`config.mk`:
```
export PLATFORM = sky130hd
export DESIGN_NAME = uart_command_initiator
export DESIGN_NICKNAME = d
export VERILOG_FILES = /design/src/rtl/uart_command_initiator.sv
export SDC_FILE = /design/constraint.sdc
export NUM_CORES = 1
export LEC_CHECK = 0
export ABC_AREA = 1
export CORE_AREA = 5 5 105 131
export CTS_BUF_LIST = sky130_fd_sc_hd__clkbuf_4 sky130_fd_sc_hd__clkbuf_8
export CTS_CLUSTER_SIZE = 10
export DETAILED_ROUTE_END_ITERATION = 12
export DIE_AREA = 0 0 110 136
export GPL_ROUTABILITY_DRIVEN = 0
export PLACE_DENSITY_LB_ADDON = 0.1
export SYNTH_ARGS = -nofsm -noshare
export SYNTH_HDL_FRONTEND = slang
export SYNTH_SLANG_ARGS = --single-unit
```
`constraint.sdc`:
```
create_clock -name clock -period 5.1 [get_ports clock]
set_input_delay 1.53 -clock clock [delete_from_list [all_inputs] [get_ports clock]]
set_output_delay 1.53 -clock clock [all_outputs]
set_load 0.01 [all_outputs]
```
`src/rtl/uart_command_initiator.sv`:
```
// Frames audio-reset / APU-reset / RAM-load commands into a UART byte stream
// and waits for the one-byte status reply, with a bounded reply timeout.
module uart_command_initiator #(
  parameter int CLOCKS_PER_BIT = 40,
  parameter int REPLY_TIMEOUT  = CLOCKS_PER_BIT * 12 * 520
) (
  input  logic        clock,
  input  logic        reset,
  input  logic        start,
  input  logic [7:0]  cmd,
  input  logic [15:0] start_address,
  input  logic [7:0]  length,
  output logic [7:0]  src_index,
  input  logic [7:0]  src_data,
  input  logic        tx_uart_idle,
  output logic [7:0]  out_uart_byte,
  output logic        out_uart_byte_ready,
  input  logic [7:0]  in_uart_byte,
  input  logic        in_uart_byte_ready,
  output logic        busy,
  output logic        done,
  output logic        status_error,
  output logic        status_timeout,
  output logic [7:0]  reply_byte,
  output logic [2:0]  dbg_state
);

  typedef enum logic [2:0] {
    S_IDLE, S_LOAD, S_FETCH, S_SEND, S_WAIT_BUSY, S_WAIT_IDLE, S_WAIT_REPLY, S_DONE
  } state_t;

  localparam logic [31:0] TO_LAST = 32'(REPLY_TIMEOUT - 1);

  state_t      r_state, w_state_nxt;
  logic [7:0]  r_cmd, w_cmd_nxt;
  logic [15:0] r_addr, w_addr_nxt;
  logic [7:0]  r_len, w_len_nxt;
  logic [8:0]  r_idx, w_idx_nxt;
  logic [7:0]  r_byte, w_byte_nxt;
  logic [1:0]  r_wb_cnt, w_wb_cnt_nxt;
  logic [31:0] r_to_cnt, w_to_cnt_nxt;
  logic [7:0]  r_out_byte, w_out_byte_nxt;
  logic        r_strobe, w_strobe_nxt;
  logic        r_busy, w_busy_nxt;
  logic        r_err, w_err_nxt;
  logic        r_tmo, w_tmo_nxt;
  logic [7:0]  r_reply, w_reply_nxt;

  logic        w_is_ram;
  logic        w_data_phase;
  logic [8:0]  w_last_idx;
  logic [7:0]  w_pos;
  logic [7:0]  w_hdr_byte;

  // r_idx walks the whole frame; data position is the frame index minus the 4 header bytes.
  assign w_is_ram     = (r_cmd == 8'h10);
  assign w_last_idx   = w_is_ram ? (9'd4 + {1'b0, r_len}) : 9'd0;
  assign w_data_phase = w_is_ram && (r_idx >= 9'd4);
  assign w_pos        = r_idx[7:0] - 8'd4;

  always_comb begin
    case (r_idx[1:0])
      2'd0:    w_hdr_byte = r_cmd;
      2'd1:    w_hdr_byte = r_addr[15:8];
      2'd2:    w_hdr_byte = r_addr[7:0];
      default: w_hdr_byte = r_len;
    endcase
  end

  // Transmit handshake: a byte is offered only while tx_uart_idle=1, with a single-cycle
  // out_uart_byte_ready strobe; the transmitter signals acceptance by dropping tx_uart_idle,
  // and the next byte waits until tx_uart_idle returns high.
  always_comb begin
    w_state_nxt    = r_state;
    w_cmd_nxt      = r_cmd;
    w_addr_nxt     = r_addr;
    w_len_nxt      = r_len;
    w_idx_nxt      = r_idx;
    w_byte_nxt     = r_byte;
    w_wb_cnt_nxt   = r_wb_cnt;
    w_to_cnt_nxt   = r_to_cnt;
    w_out_byte_nxt = r_out_byte;
    w_strobe_nxt   = 1'b0;
    w_busy_nxt     = r_busy;
    w_err_nxt      = r_err;
    w_tmo_nxt      = r_tmo;
    w_reply_nxt    = r_reply;
    case (r_state)
      S_IDLE: begin
        if (start) begin
          w_cmd_nxt   = cmd;
          w_addr_nxt  = start_address;
          w_len_nxt   = length;
          w_err_nxt   = 1'b0;
          w_tmo_nxt   = 1'b0;
          w_reply_nxt = 8'h00;
          w_busy_nxt  = 1'b1;
          w_idx_nxt   = 9'd0;
          w_state_nxt = S_LOAD;
        end
      end
      S_LOAD: begin
        if (w_data_phase) begin
          w_state_nxt = S_FETCH;
        end else begin
          w_byte_nxt  = w_hdr_byte;
          w_state_nxt = S_SEND;
        end
      end
      S_FETCH: begin
        w_byte_nxt  = src_data;
        w_state_nxt = S_SEND;
      end
      S_SEND: begin
        if (tx_uart_idle) begin
          w_out_byte_nxt = r_byte;
          w_strobe_nxt   = 1'b1;
          w_wb_cnt_nxt   = 2'd0;
          w_state_nxt    = S_WAIT_BUSY;
        end
      end
      S_WAIT_BUSY: begin
        if (!tx_uart_idle || (r_wb_cnt == 2'd3)) begin
          w_state_nxt = S_WAIT_IDLE;
        end else begin
          w_wb_cnt_nxt = r_wb_cnt + 2'd1;
        end
      end
      S_WAIT_IDLE: begin
        if (tx_uart_idle) begin
          if (r_idx != w_last_idx) begin
            w_idx_nxt   = r_idx + 9'd1;
            w_state_nxt = S_LOAD;
          end else begin
            w_to_cnt_nxt = 32'd0;
            w_state_nxt  = S_WAIT_REPLY;
          end
        end
      end
      S_WAIT_REPLY: begin
        // A reply landing on the final timeout cycle still counts as a reply.
        if (in_uart_byte_ready) begin
          w_reply_nxt = in_uart_byte;
          w_err_nxt   = (in_uart_byte != 8'h00);
          w_state_nxt = S_DONE;
        end else if (r_to_cnt == TO_LAST) begin
          w_err_nxt   = 1'b1;
          w_tmo_nxt   = 1'b1;
          w_state_nxt = S_DONE;
        end else begin
          w_to_cnt_nxt = r_to_cnt + 32'd1;
        end
      end
      S_DONE: begin
        w_busy_nxt  = 1'b0;
        w_state_nxt = S_IDLE;
      end
      default: w_state_nxt = S_IDLE;
    endcase
  end

  always_ff @(posedge clock) begin
    if (reset) begin
      r_state    <= S_IDLE;
      r_cmd      <= 8'h00;
      r_addr     <= 16'h0000;
      r_len      <= 8'h00;
      r_idx      <= 9'd0;
      r_byte     <= 8'h00;
      r_wb_cnt   <= 2'd0;
      r_to_cnt   <= 32'd0;
      r_out_byte <= 8'h00;
      r_strobe   <= 1'b0;
      r_busy     <= 1'b0;
      r_err      <= 1'b0;
      r_tmo      <= 1'b0;
      r_reply    <= 8'h00;
    end else begin
      r_state    <= w_state_nxt;
      r_cmd      <= w_cmd_nxt;
      r_addr     <= w_addr_nxt;
      r_len      <= w_len_nxt;
      r_idx      <= w_idx_nxt;
      r_byte     <= w_byte_nxt;
      r_wb_cnt   <= w_wb_cnt_nxt;
      r_to_cnt   <= w_to_cnt_nxt;
      r_out_byte <= w_out_byte_nxt;
      r_strobe   <= w_strobe_nxt;
      r_busy     <= w_busy_nxt;
      r_err      <= w_err_nxt;
      r_tmo      <= w_tmo_nxt;
      r_reply    <= w_reply_nxt;
    end
  end

  assign src_index           = w_data_phase ? w_pos : 8'h00;
  assign out_uart_byte       = r_out_byte;
  assign out_uart_byte_ready = r_strobe;
  assign busy                = r_busy;
  assign done                = (r_state == S_DONE);
  assign status_error        = r_err;
  assign status_timeout      = r_tmo;
  assign reply_byte          = r_reply;
  assign dbg_state           = r_state;

endmodule

```
---- After elaboration in Yosys (flattened, before gate mapping) ----
Index checks and enable logic that the tools add are counted.
W data, S select, Z words.
storage, ports and cells
  register bits ........................... 106
  input bits .............................. 53
  output and inout port bits .............. 32
operators by class
  add/sub/neg operators ................... 5
  $lt $le $gt $ge ......................... 1
  eq/ne operators ......................... 26
  mux-type cells .......................... 38
  bitwise logic cells ..................... 1
  reductions and logical operators ........ 24
operator list
  operator                 number
  $mux W32                 4
  $pmux W32 S2             1
  $mux W9                  4
  $add A32 B1 Y32 const B  1
  $eq A32 B18 Y1 const B   1
  $mux W8                  4
  $pmux W8 S2              2
  $ne A2 B2 Y1 const B     12
  $pmux W3 S8              1
  $pmux W8 S3              1
  $mux W3                  7
  $pmux W9 S2              1
  $eq A3 B3 Y1 const B     4
  $reduce_bool A2 Y1       6
  $reduce_and A5 Y1        2
  $add A3 B8 Y9 const A    1
  $add A9 B1 Y9 const B    1
  $ge A9 B3 Y1 const B     1
  $ne A9 B9 Y1             1
  $reduce_and A3 Y1        3
  $eq A8 B5 Y1 const B     1
  $reduce_and A2 Y1        4
  $reduce_and A4 Y1        2
  $reduce_bool A8 Y1       1
  other kinds (18)         29

---- Depth between registers and ports, before layout ----
  depth after elaboration ................. 6
  depth in mapped cells ................... 17

---- Least setup slack after synthesis ----
Ideal clock, no wire load.
  path kind ............................... flip-flop to output port
  from .................................... reg r_idx[0]
  to ...................................... out src_index[4]
  arrival time ............................ 1.424 ns
  slack ................................... 2.146 ns
  stages on the path, launching flop included .. 8
  cells stage by stage .................... dfxtp_1 -> inv_1 -> ha_1 -> clkbuf_1 -> nand4_1 -> nand2_1 -> nand2_1 -> a21oi_1
between the ends
  word-level cells in the longest chain between the ends .. 3
  elaborated cells on any way between the ends .. 4
  classes of those cells .................. 1 x add/sub; 1 x order compare; 1 x mux; 1 x reduce/logical
ends and longest elaborated chain
  what                    RTL line  text
  from (decl)             38        logic [8:0] r_idx, w_idx_nxt;
  from (signal assigned)  183       r_idx <= w_idx_nxt;
  $ge A9 B3 Y1            58        assign w_data_phase = w_is_ram && (r_idx >= 9'd4);
  $logic_and A1 B1 Y1     58
  $mux W8 *               196       assign src_index = w_data_phase ? w_pos : 8'h00;
  to (decl)               13        output logic [7:0] src_index,
Every way passes the cells marked *; elsewhere a longest branch is shown, timed or not.

---- Worst setup path after layout ----
Ends and elaborated chain as after synthesis.

==> flow_summary.ini <==
[status]
outcome = finished clean

[synth]
synth.net_count = 1000
synth_cell_types = 40
postSynthCellCount = 937
synth_edf_count = 0
synth.avg_cell_area_um2 = 6.44
syn-cell-area_mm2 = 0.00604
ys_ff_latch = 106
yosysWarnings = 0
async_flop_share_pct = 0
synth_ff_type = dfxtp_1
ys_seq_area_share_pct = 35.1

[floorplanning]
die_x_um = 110
dieHeight_um = 136
core-area_mm2 = 0.0125
num_rows = 46
initial_core_util_pct = 48.3
dieArea_mm2 = 0.0150
ios = 85

[min_path]
min_from = reply_byte[3]
hold_end = reply_byte[3]
hold_depth = 2
hp-class = register to register

[detailed_routing]
wirelength_mm = 17.6
drtIter0Drc = 305
wl_per_cell_um = 15.1
avgViaCountPerCell = 5.28
num_vias = 6165
drc_errors = 0
dr.pass1.iters = 5
ant_nets = 0

[worst_setup_path]
cp_num_buf_inv = 2
start_kind = register
worstReg2RegEnd = r_to_cnt[0]
required_ns = 3.57
reg2reg_from = dbg_state[1]
path_delay_family = buffers and inverters
path_cells = inv_1 > ha_1 > nand4_1 > nand2_1 > nand2_1 > a21oi_1 > clkdlybuf4s50_1
max_stage_delay_ns = 0.56
worst_ep_arrival_time_ns = 2.57
crit_fanout = 9
r2r_slack_ns = 2.13
cpMostUsedCell = nand2_1
crit_path_end_kind = output port
crit_type = register to output port
r2r_cells = 11
worst_path_max_delay_cell = clkdlybuf4s50_1

[clock_network]
cts.path.max_buffers = 2
tritoncts = built
cts_resized = 0
cts_buffers = 9
clkSinkCount = 106
clk_latency_ns = 0.41
h-tree-depth = 3
path_clk_slew_ns = 0.09
postCtsSetupBuffers = 0
cts_root_buf = clkbuf_8
post_cts_hold_buffer_count = 0

[cells_and_area]
mostFrequentLayoutCell = nand2_1
stdcell_count = 1168
fillers = 1311
drive_gt1_share_pct = 5.60
antennaDiodeCount = 0
layout_common_cells = 208 x nand2_1, 142 x nor2_1, 110 x nand3_1
fin_area_mm2 = 0.00714
fin_nets = 1059
area_growth_pct = 18.2

[timing]
setup_viol = 0
min_period_ns = 4.10
fin_ws_ns = 1.00
fin_crit_sh_pct = 80.4
fin_skew_ns = 0.0172
worst_pin_slew_ns = 1.09
tns_ns = 0
rsz0062_at_grt = false
fmax_mhz = 244
slew_headroom_pct = 27.5
finalHoldViolations = 0
maxSlewViolCount = 0

[power_and_ir_drop]
power_uw = 1740
ir_drop_uv = 185
leakage_uw = 0.00264
cellPowerDensity_mw_per_mm2 = 243

[grt]
grt_use_total_pct = 24.3
grt.overflow.total = 0
grt_pass1_vias = 6067
antenna_found_initial = 0
grt_max_degree = 47
grt_pass1_wl_mm = 28.5

[place]
post-place-ws_ns = 1.42
hpwl_mm = 12.8
placed_cell_area_mm2 = 0.00694
io_buffers = 84
place_inst = 1153

[run]
maxCapViolations = 0
==> layer usage <==
metal | routed length, µm | up-vias | GRT usage [%]
met1 | 7180 | 2788 | 26.3
met5 | 0 | - | 0
li1 | - | 3217 | -
met3 | 657 | 35 | 4.66
met2 | 9190 | 125 | 44.4
met4 | 568 | 0 | 11.5
==> worst min-delay path: stages (launching register included) <==
cell	delay, ns
dfxtp_1	0.32
nand2_1	0.06
a21oi_1	0.06
==> Yosys cell counts (3+ instances only) <==
| master | instances | share of area, % |
|---|---|---|
| dfxtp_1 | 106 | 35 |
| nand2_1 | 208 | 13 |
| or2_2 | 6 | 0.62 |
| a311oi_1 | 8 | 1.2 |
| nor2_2 | 3 | 0.31 |
| nand3b_1 | 3 | 0.37 |
| xnor2_1 | 4 | 0.58 |
| o21ai_1 | 14 | 1.2 |
| nor4_1 | 5 | 0.52 |
| nand3_1 | 110 | 9.1 |
| clkbuf_1 | 32 | 2.0 |
| buf_2 | 5 | 0.41 |
| nor3_1 | 23 | 1.9 |
| ha_1 | 10 | 2.1 |
| nor2_1 | 142 | 8.8 |
| a21oi_1 | 85 | 7.0 |
| o21ai_0 | 44 | 3.6 |
| inv_1 | 62 | 3.9 |
| buf_1 | 3 | 0.19 |
| nand4_1 | 19 | 2.0 |
| xor2_1 | 11 | 1.6 |
| inv_2 | 11 | 0.68 |
==> stage by stage <==
| stage | hold slack (ns) | utilization [%] |
|---|---|---|
| floorplan | 0.441 | - |
| global placement | 0.451 | 55.6 |
| detailed placement | 0.456 | 55.6 |
| CTS | 0.472 | 57.1 |
| global route | 0.489 | 57.1 |
| finish | 0.472 | 57.1 |
==> power by group <==
group | switching, µW | total [µW] | leakage [µW] | internal [µW]
Combinational | 170 | 285 | 0.00168 | 116
Clock | 317 | 550 | 0.0000928 | 234
Sequential | 32.6 | 901 | 0.000862 | 868
Total | 519 | 1740 | 0.00264 | 1220
==> how the worst max path moves through the flow <==
stage	slack [ns]	to	start	depth (start not counted)
CTS	0.97	src_index[4]	r_idx[0]	7
floorplan	2.15	src_index[4]	r_idx[0]	7
global placement	1.49	src_index[4]	r_idx[0]	7
finish	1.00	src_index[4]	r_idx[0]	7
global route	0.75	src_index[4]	r_idx[1]	7
detailed placement	1.42	src_index[4]	r_idx[0]	7
==> registers in the layout (all words and copies together) (netlist names), 2 cells and up <==
register       flops
r_len              8
dbg_state          3
r_wb_cnt           2
reply_byte         8
r_addr            16
r_idx              9
r_byte             8
out_uart_byte      8
r_to_cnt          32
r_cmd              8
==> cell type report <==
class                           instances  area [µm²]  share of cell area [%]
Tap cell                              168         210                    2.95
Sequential cell                       106        2120                    29.7
Inverter                               74         278                    3.89
Clock inverter                          5        62.6                   0.877
Clock buffer                           10         131                    1.84
Timing Repair Buffer                   92         896                    12.6
Multi-Input combinational cell        713        3440                    48.2
==> cell families after synthesis <==
kind of cell | count (synthesis) | share of synthesized area [%]
buffers and inverters | 118 | 7.94
xor gates and xnor gates | 15 | 2.18
DFF | 106 | 35.1
adders and majority gates | 10 | 2.07
AOI/OAI and AO/OA | 156 | 13.9
and+or+nand+nor | 532 | 38.8
Power figures use the tool's default switching activity.
